<file path="config.mk">
export PLATFORM = sky130hd
export DESIGN_NAME = param_onehot_sequencer
export DESIGN_NICKNAME = d
export VERILOG_FILES = /design/src/rtl/param_onehot_sequencer.sv
export SDC_FILE = /design/constraint.sdc
export NUM_CORES = 1
export LEC_CHECK = 0
export BUFFER_PORTS_ARGS = -buffer_cell sky130_fd_sc_hd__clkbuf_2
export CAP_MARGIN = 10
export CELL_PAD_IN_SITES_DETAIL_PLACEMENT = 1
export CELL_PAD_IN_SITES_GLOBAL_PLACEMENT = 2
export CORE_UTILIZATION = 34
export CTS_CLUSTER_DIAMETER = 60
export CTS_CLUSTER_SIZE = 10
export DETAILED_ROUTE_END_ITERATION = 8
export PLACE_DENSITY_LB_ADDON = 0.05
export SYNTH_ARGS = -nofsm -noshare
export SYNTH_HDL_FRONTEND = slang
export SYNTH_SLANG_ARGS = --single-unit
</file>
<file path="constraint.sdc">
create_clock -name clk -period 2.4 [get_ports clk]
set_clock_uncertainty 0.2 [all_clocks]
set_input_delay 0.12 -clock clk [delete_from_list [all_inputs] [get_ports clk]]
set_output_delay 0.12 -clock clk [all_outputs]
set_load 0.005 [all_outputs]
</file>
<file path="src/rtl/param_onehot_sequencer.sv">
// Registered binary-to-one-hot select sequencer with direct, scan and timed-pulse modes.
module param_onehot_sequencer #(
    parameter int unsigned SEL_W   = 4,
    parameter int unsigned OUT_W   = 16,
    parameter int unsigned DWELL_W = 4
) (
    input  logic               clk,
    input  logic               rst_n,
    input  logic               cmd_valid,
    output logic               cmd_ready,
    input  logic [1:0]         cmd_mode,
    input  logic [SEL_W-1:0]   cmd_sel_a,
    input  logic [SEL_W-1:0]   cmd_sel_b,
    input  logic [DWELL_W-1:0] cmd_dwell,
    input  logic               abort,
    output logic [OUT_W-1:0]   out,
    output logic               busy,
    output logic               done,
    output logic               err
);

    localparam logic [1:0] MODE_DIRECT = 2'b00;
    localparam logic [1:0] MODE_SCAN   = 2'b01;
    localparam logic [1:0] MODE_PULSE  = 2'b10;
    localparam logic [1:0] MODE_CLEAR  = 2'b11;

    // Wrap point of the scan index is the last real output line, not the select range.
    localparam logic [SEL_W-1:0] LAST_IDX = SEL_W'(OUT_W - 1);

    typedef enum logic [1:0] {
        ST_IDLE  = 2'b00,
        ST_SCAN  = 2'b01,
        ST_PULSE = 2'b10
    } state_e;

    state_e             state_q, state_d;
    logic [SEL_W-1:0]   idx_q, idx_d;
    logic [SEL_W-1:0]   end_q, end_d;
    logic [DWELL_W-1:0] dwell_q, dwell_d;
    logic [DWELL_W-1:0] cnt_q, cnt_d;
    logic [OUT_W-1:0]   out_q, out_d;
    logic               busy_q, busy_d;
    logic               done_q, done_d;
    logic               err_q, err_d;

    logic               range_err;
    logic [SEL_W-1:0]   idx_next;

    assign out       = out_q;
    assign busy      = busy_q;
    assign done      = done_q;
    assign err       = err_q;
    assign cmd_ready = ~busy_q;

    // Out-of-range check on the offered command and the wrapped scan successor index.
    always_comb begin
        range_err = (32'(cmd_sel_a) >= OUT_W) ||
                    ((cmd_mode == MODE_SCAN) && (32'(cmd_sel_b) >= OUT_W));
        idx_next  = (idx_q == LAST_IDX) ? '0 : idx_q + SEL_W'(1);
    end

    // Next-state and registered-output logic.
    always_comb begin
        state_d = state_q;
        idx_d   = idx_q;
        end_d   = end_q;
        dwell_d = dwell_q;
        cnt_d   = cnt_q;
        out_d   = out_q;
        done_d  = 1'b0;
        err_d   = 1'b0;

        unique case (state_q)
            ST_IDLE: begin
                if (cmd_valid) begin
                    if (cmd_mode == MODE_CLEAR) begin
                        out_d = '0;
                    end else if (range_err) begin
                        out_d = '0;
                        err_d = 1'b1;
                    end else begin
                        out_d   = OUT_W'(1) << cmd_sel_a;
                        idx_d   = cmd_sel_a;
                        end_d   = cmd_sel_b;
                        dwell_d = cmd_dwell;
                        cnt_d   = cmd_dwell;
                        if (cmd_mode == MODE_SCAN) begin
                            state_d = ST_SCAN;
                        end else if (cmd_mode == MODE_PULSE) begin
                            state_d = ST_PULSE;
                        end
                    end
                end
            end
            ST_PULSE: begin
                if (abort) begin
                    out_d   = '0;
                    state_d = ST_IDLE;
                end else if (cnt_q == '0) begin
                    out_d   = '0;
                    done_d  = 1'b1;
                    state_d = ST_IDLE;
                end else begin
                    cnt_d = cnt_q - DWELL_W'(1);
                end
            end
            ST_SCAN: begin
                if (abort) begin
                    out_d   = '0;
                    state_d = ST_IDLE;
                end else if (cnt_q == '0) begin
                    if (idx_q == end_q) begin
                        out_d   = '0;
                        done_d  = 1'b1;
                        state_d = ST_IDLE;
                    end else begin
                        idx_d = idx_next;
                        cnt_d = dwell_q;
                        out_d = OUT_W'(1) << idx_next;
                    end
                end else begin
                    cnt_d = cnt_q - DWELL_W'(1);
                end
            end
            default: begin
                out_d   = '0;
                state_d = ST_IDLE;
            end
        endcase

        busy_d = (state_d != ST_IDLE);
    end

    // State and output registers.
    always_ff @(posedge clk or negedge rst_n) begin
        if (!rst_n) begin
            state_q <= ST_IDLE;
            idx_q   <= '0;
            end_q   <= '0;
            dwell_q <= '0;
            cnt_q   <= '0;
            out_q   <= '0;
            busy_q  <= 1'b0;
            done_q  <= 1'b0;
            err_q   <= 1'b0;
        end else begin
            state_q <= state_d;
            idx_q   <= idx_d;
            end_q   <= end_d;
            dwell_q <= dwell_d;
            cnt_q   <= cnt_d;
            out_q   <= out_d;
            busy_q  <= busy_d;
            done_q  <= done_d;
            err_q   <= err_d;
        end
    end

endmodule
</file>
Yosys cells after proc, flatten, opt, wreduce, memory -nomap -nowiden

Index checks and enable logic that the tools add are counted.

Output and inout bits: 20
Input port bits: 18
Register bits after elaboration: 36
Logic and storage cells: 79

Add/subtract/negate cells: 2
Reductions and logical operators: 9
Shift-type cells: 2
Bitwise gates (word level): 2
Multiplexer cells: 39
Eq/ne operators: 17

Operators with widths:

| cell                                                | number |
|---|---|
| 2-to-1 mux 16 bit                                   | 7 |
| 2-to-1 mux 4 bit                                    | 13 |
| one-hot mux 16 bit (3 select lines)                 | 1 |
| left shift 1 x 4 -> 16 bit, first input constant    | 2 |
| 2-to-1 mux 2 bit                                    | 9 |
| inequality test 2 bit, second input constant        | 7 |
| one-hot mux 4 bit (3 select lines)                  | 1 |
| inequality test 3 bit, second input constant        | 3 |
| one-hot mux 4 bit (2 select lines)                  | 1 |
| AND reduction 7 bit                                 | 1 |
| equality test 2 bit, second input constant          | 3 |
| one-hot mux 2 bit (3 select lines)                  | 1 |
| AND reduction 3 bit                                 | 2 |
| AND reduction 6 bit                                 | 1 |
| 2-to-1 mux 1 bit                                    | 5 |
| adder 4 x 1 -> 4 bit, second input constant         | 1 |
| equality test 2 x 1 -> 1 bit, second input constant | 2 |
| equality test 4 bit                                 | 1 |
| equality test 4 bit, second input constant          | 1 |
| zero test 4 bit                                     | 1 |
| nonzero test 2 bit                                  | 2 |
| subtractor 4 x 1 -> 4 bit, second input constant    | 1 |
| nonzero test 3 bit                                  | 1 |
| zero test 2 bit                                     | 1 |
| 2 further kinds                                     | 3 |

Depth between registers and ports, before layout

Depth in word-level cells: 7
Depth in mapped cells: 8
Depth with buffers taken out: 7

Least setup slack after synthesis

Ideal clock, no wire load.

Path type: register -> register
Start: reg cnt_q[0]
End: reg cnt_q[1]
Stages on the path, launching flop included: 8
Data arrival time: 1,837 ps
Setup slack: 299 ps
Required time: 2,136 ps
Path through: dfrtp_1 inv_1 ha_1 nor3b_2 a211o_1 a221o_2 a311oi_2 a21o_1

Longest elaborated chain between the ends: 4

RTL lines:

| element                                                      | RTL line | source |
|---|---|---|
| from (decl)                                                  | 40       | `logic [DWELL_W-1:0] cnt_q, cnt_d;` |
| from (signal assigned)                                       | 151      | `cnt_q <= cnt_d;` |
| subtractor 4 x 1 -> 4 bit or zero test 4 bit (tied branches) | n/a      |  |
| 2-to-1 mux 4 bit (on tied branches)                          | 111, 99  |  |
| 2-to-1 mux 4 bit (on tied branches)                          | 108, 96  |  |
| one-hot mux 4 bit (3 select lines)                           | 73       | `unique case (state_q)` |

Parallel ways exist; a longest one is shown, timed or not. The select of a mux whose other input is x is not followed.
A chain may end at the register's enable or synchronous reset.

Worst setup path in the final report

Start: reg cnt_q[0]
End: reg cnt_q[0]

Same word-level chain as after synthesis.

==> metrics.sh <==
TIMING.HOLD.WS_PS=4.46
WORST_PATH_MAXIMUM_FANOUT=8
CTS-ROOT-TO-SINK-BUFFERS=2
CTS_BUFFERS=5
CLKSINKCOUNT=36
ASYNCSETRESETFLOPFRACSYNTH_PCT=100
FINAL_WEIGHTED_CONGESTION_OF_ROUTABILITY_DRIVEN_GLOBAL_PLACEMENT=0.705
DP_HPWL_UM=4240
REPORT.FINAL.SETUP_VIOL=0
FIN_NETS=312
POST-LAYOUT-TOTAL-POWER_W=0.00356
AREA_OF_THE_MAPPED_NETLIST_UM2=2150
CLOCK.FMAX_GHz=0.438
RSZ0062_AT_GRT='no'
LAYOUT_MIN_CYCLE_TIME_PS=2280
REMAINING_DRC_ERRORS=0
PORT_BUFS=36
AREA.GROWTH.SYNTH_TO_FINAL_PCT=23.8
DRV_SLEW=0
ROUTED-VIA-COUNT=1904
HOLD_PATH_STARTPOINT='cmd_sel_a[1]'
GLOBALROUTE.TOTALOVERFLOW=0
CLKSLEWWORSTSETUPHOLDPATHS_PS=70
POST_CTS_SETUP_BUFFER_COUNT=0
GRT_FIRST_PASS_WIRELENGTH_UM=9600
CRITICAL_PATH_REQUIRED_PS=2430
DRT-VIAS-PER-INSTANCE=5.32
DRT_PASS1_ITERATIONS=4
WORST_R2R_STARTPOINT='cnt_q[0]'
SYNTHESIS.NETS=256
DIE_W_UM=81.4
FILLCELLCOUNT=716
REGTOREGSETUPSLACK_PS=120
SYNTHCELLS=227
MAX_CAP_VIOLATIONS=0
WORST-SETUP-PATH-TYPE='reg2reg'
SYNTH.YOSYS.WARNINGS=0
CLOCK_TREE_FROM_TRITONCTS='built'
LAYOUT_COMMON_CELLS='sky130_fd_sc_hd__dfrtp_1, sky130_fd_sc_hd__clkbuf_2, sky130_fd_sc_hd__nor2_1, sky130_fd_sc_hd__a21oi_1, sky130_fd_sc_hd__nand2_1'
FLOORPLAN_DIE_AREA_UM2=6630
VIAS_IN_THE_FIRST_GLOBAL_ROUTE=1945
STD_CELL_ROWS=28
WORST_SETUP_PATH_END_KIND='register'
PEAKVDDDROP_V=0.000516
DRIVE_ABOVE_1_SHARE_PCT=25.8
SYN-MEAN-INSTANCE-AREA_UM2=9.45
LEAKAGEPOWER_nW=1.21
ANT_NETS=0
ANTENNA_CELLS=0
DIE_HEIGHT_UM=81.4
POST_DRT_WL_PER_CELL_UM=15.9
CTS.ROOT.BUFFER_CELL='sky130_fd_sc_hd__clkbuf_8'
SYNTH.LIB_CELLS_USED.DISTINCT=53
CLOCK_INSERTION_DELAY_WORST_SKEW_PS=280
FINALSETUPTNS_PS=0
DATA_ARRIVAL_TIME_AT_THE_WORST_SLACK_ENDPOINT_PS=2310
CRITICAL_PATH.STARTPOINT='cnt_q[0]'
INITIAL_CORE_UTIL_PCT=35.8
WORST_SETUP_PATH_START_KIND='register'
DRT_ITER0_DRC=82
GRT_ANTENNA_BEFORE_REPAIR=0
GLOBAL_ROUTE.USAGE.TOTAL_PCT=19.3
LAYOUT_WORST_PATH_CYCLE_SHARE_PCT=95.1
RELSLEWSLACK_PCT=59.3
PIN_COUNT=38
GRT_MAX_DEGREE=37
SYNTH.FF_LATCH_COUNT=36
ROUTED_WL_UM=5710
EDFF_COUNT_SYNTH=0
COREAREA_UM2=5990
OUTCOME='complete, no violations'
CTS-HTREE-LEVELS=2
POWER-PER-CELL-AREA_nW_PER_UM2=1340
HOLD_VIOL=0
WORSTHOLDPATHTYPE='in2reg'
SYNTH_FF_TYPE='sky130_fd_sc_hd__dfrtp_1'
TIMING_WORST_SLEW_PIN_VALUE_PS=607
YOSYSSEQAREASHARE_PCT=42.0
[per-stage QoR]
step / instance area, um^2 / instances / util, % / worst slack [ps]
finish: 2660 / 358 / 44.4 / 118
floorplan: 2150 / 227 / - / 299
global placement: 2470 / 340 / 41.2 / 207
detailed placement: 2470 / 340 / 41.2 / 129
CTS: 2660 / 358 / 44.3 / 110
global route: 2660 / 358 / 44.4 / 16.4
[per-layer routing]
metal / vias to the layer above / routed length (um) / track usage, %
li1: 943 / - / -
met1: 919 / 2460 / 24.2
met3: 8 / 199 / 3.44
met4: 0 / 74 / 5.71
met5: - / 0 / 0
met2: 34 / 2970 / 33.5
[flip-flops by register name (all words and copies together) (netlist names)]
register	cells
state_q	2
idx_q	4
cnt_q	4
out	16
busy	1
done	1
dwell_q	4
end_q	4
[report_power, final]
group	switching, W	internal (W)	total [W]	leakage [nW]
clock	0.000209	0.000197	0.000407	0.0410
combinational	0.00116	0.000880	0.00203	0.727
sequential	0.000218	0.000903	0.00112	0.445
total	0.00158	0.00198	0.00356	1.21
[cell families after synthesis]
group / share of synthesized area, %
multiplexers: 5.60
AO/OA/AOI/OAI: 22.9
AND/OR/NAND/NOR: 16.8
XOR/XNOR: 2.04
buffers and inverters: 4.08
adder cells (fa/ha/maj): 6.41
other: 0.175
flip-flops: 42.0
[path summary, 6_finish.rpt]
kind,endpoint,cells past startpoint
max,cnt_q[0],7
min,out[11],3
max reg2reg,cnt_q[0],7
min reg2reg,dwell_q[3],1
max in group asynchronous,busy,3
min in group asynchronous,idx_q[3],3
[cells in the mapped netlist, drive strengths merged, types with 2 or more instances]
cell type,count,area share [%]
ha,11,6.4
xor2,4,1.6
o211ai,2,0.70
a21boi,2,0.70
a31oi,6,1.7
a311oi,2,1.1
o21ai,9,2.1
inv,11,1.9
clkbuf,6,1.1
and3b,2,0.82
nor3b,2,0.93
o22ai,2,0.58
nor2,24,4.3
nand2b,2,0.58
dfrtp,36,42
a221o,2,0.99
nand3,9,2.1
nor3,4,0.93
mux2,8,4.2
nor4,2,0.87
a21o,6,2.2
and2,2,0.64
a211o,2,0.87
mux2i,3,1.4
or3b,2,0.82
nand2,14,2.4
a21oi,22,5.1
buf,4,1.0
a32oi,12,4.9
nor2b,3,0.87
[layout make-up]
| type | count | area [um^2] | area share, % |
|---|---|---|---|
| multi-input combinational | 170 | 1160 | 43.8 |
| sequential | 36 | 901 | 33.9 |
| timing repair buffer | 59 | 380 | 14.3 |
| tap | 75 | 93.8 | 3.53 |
| clock buffer | 6 | 72.6 | 2.73 |
| inverter | 11 | 41.3 | 1.55 |
| clock inverter | 1 | 5.00 | 0.188 |
[critical path, cell delays in order, from the launching register on]
cell,delay (ps)
sky130_fd_sc_hd__dfrtp_1,400
sky130_fd_sc_hd__inv_1,100
sky130_fd_sc_hd__ha_1,220
sky130_fd_sc_hd__nor3b_2,170
sky130_fd_sc_hd__a211o_1,290
sky130_fd_sc_hd__a221o_2,460
sky130_fd_sc_hd__a311oi_1,250
sky130_fd_sc_hd__a21o_2,130
[repair_timing]
item,4_1_cts,5_1_grt
hold endpoints to repair,49,0
setup endpoints to repair,0,6
gates resized for setup,0,2
hold buffers,11,0
No activity file was read; power rests on OpenSTA's default activity.
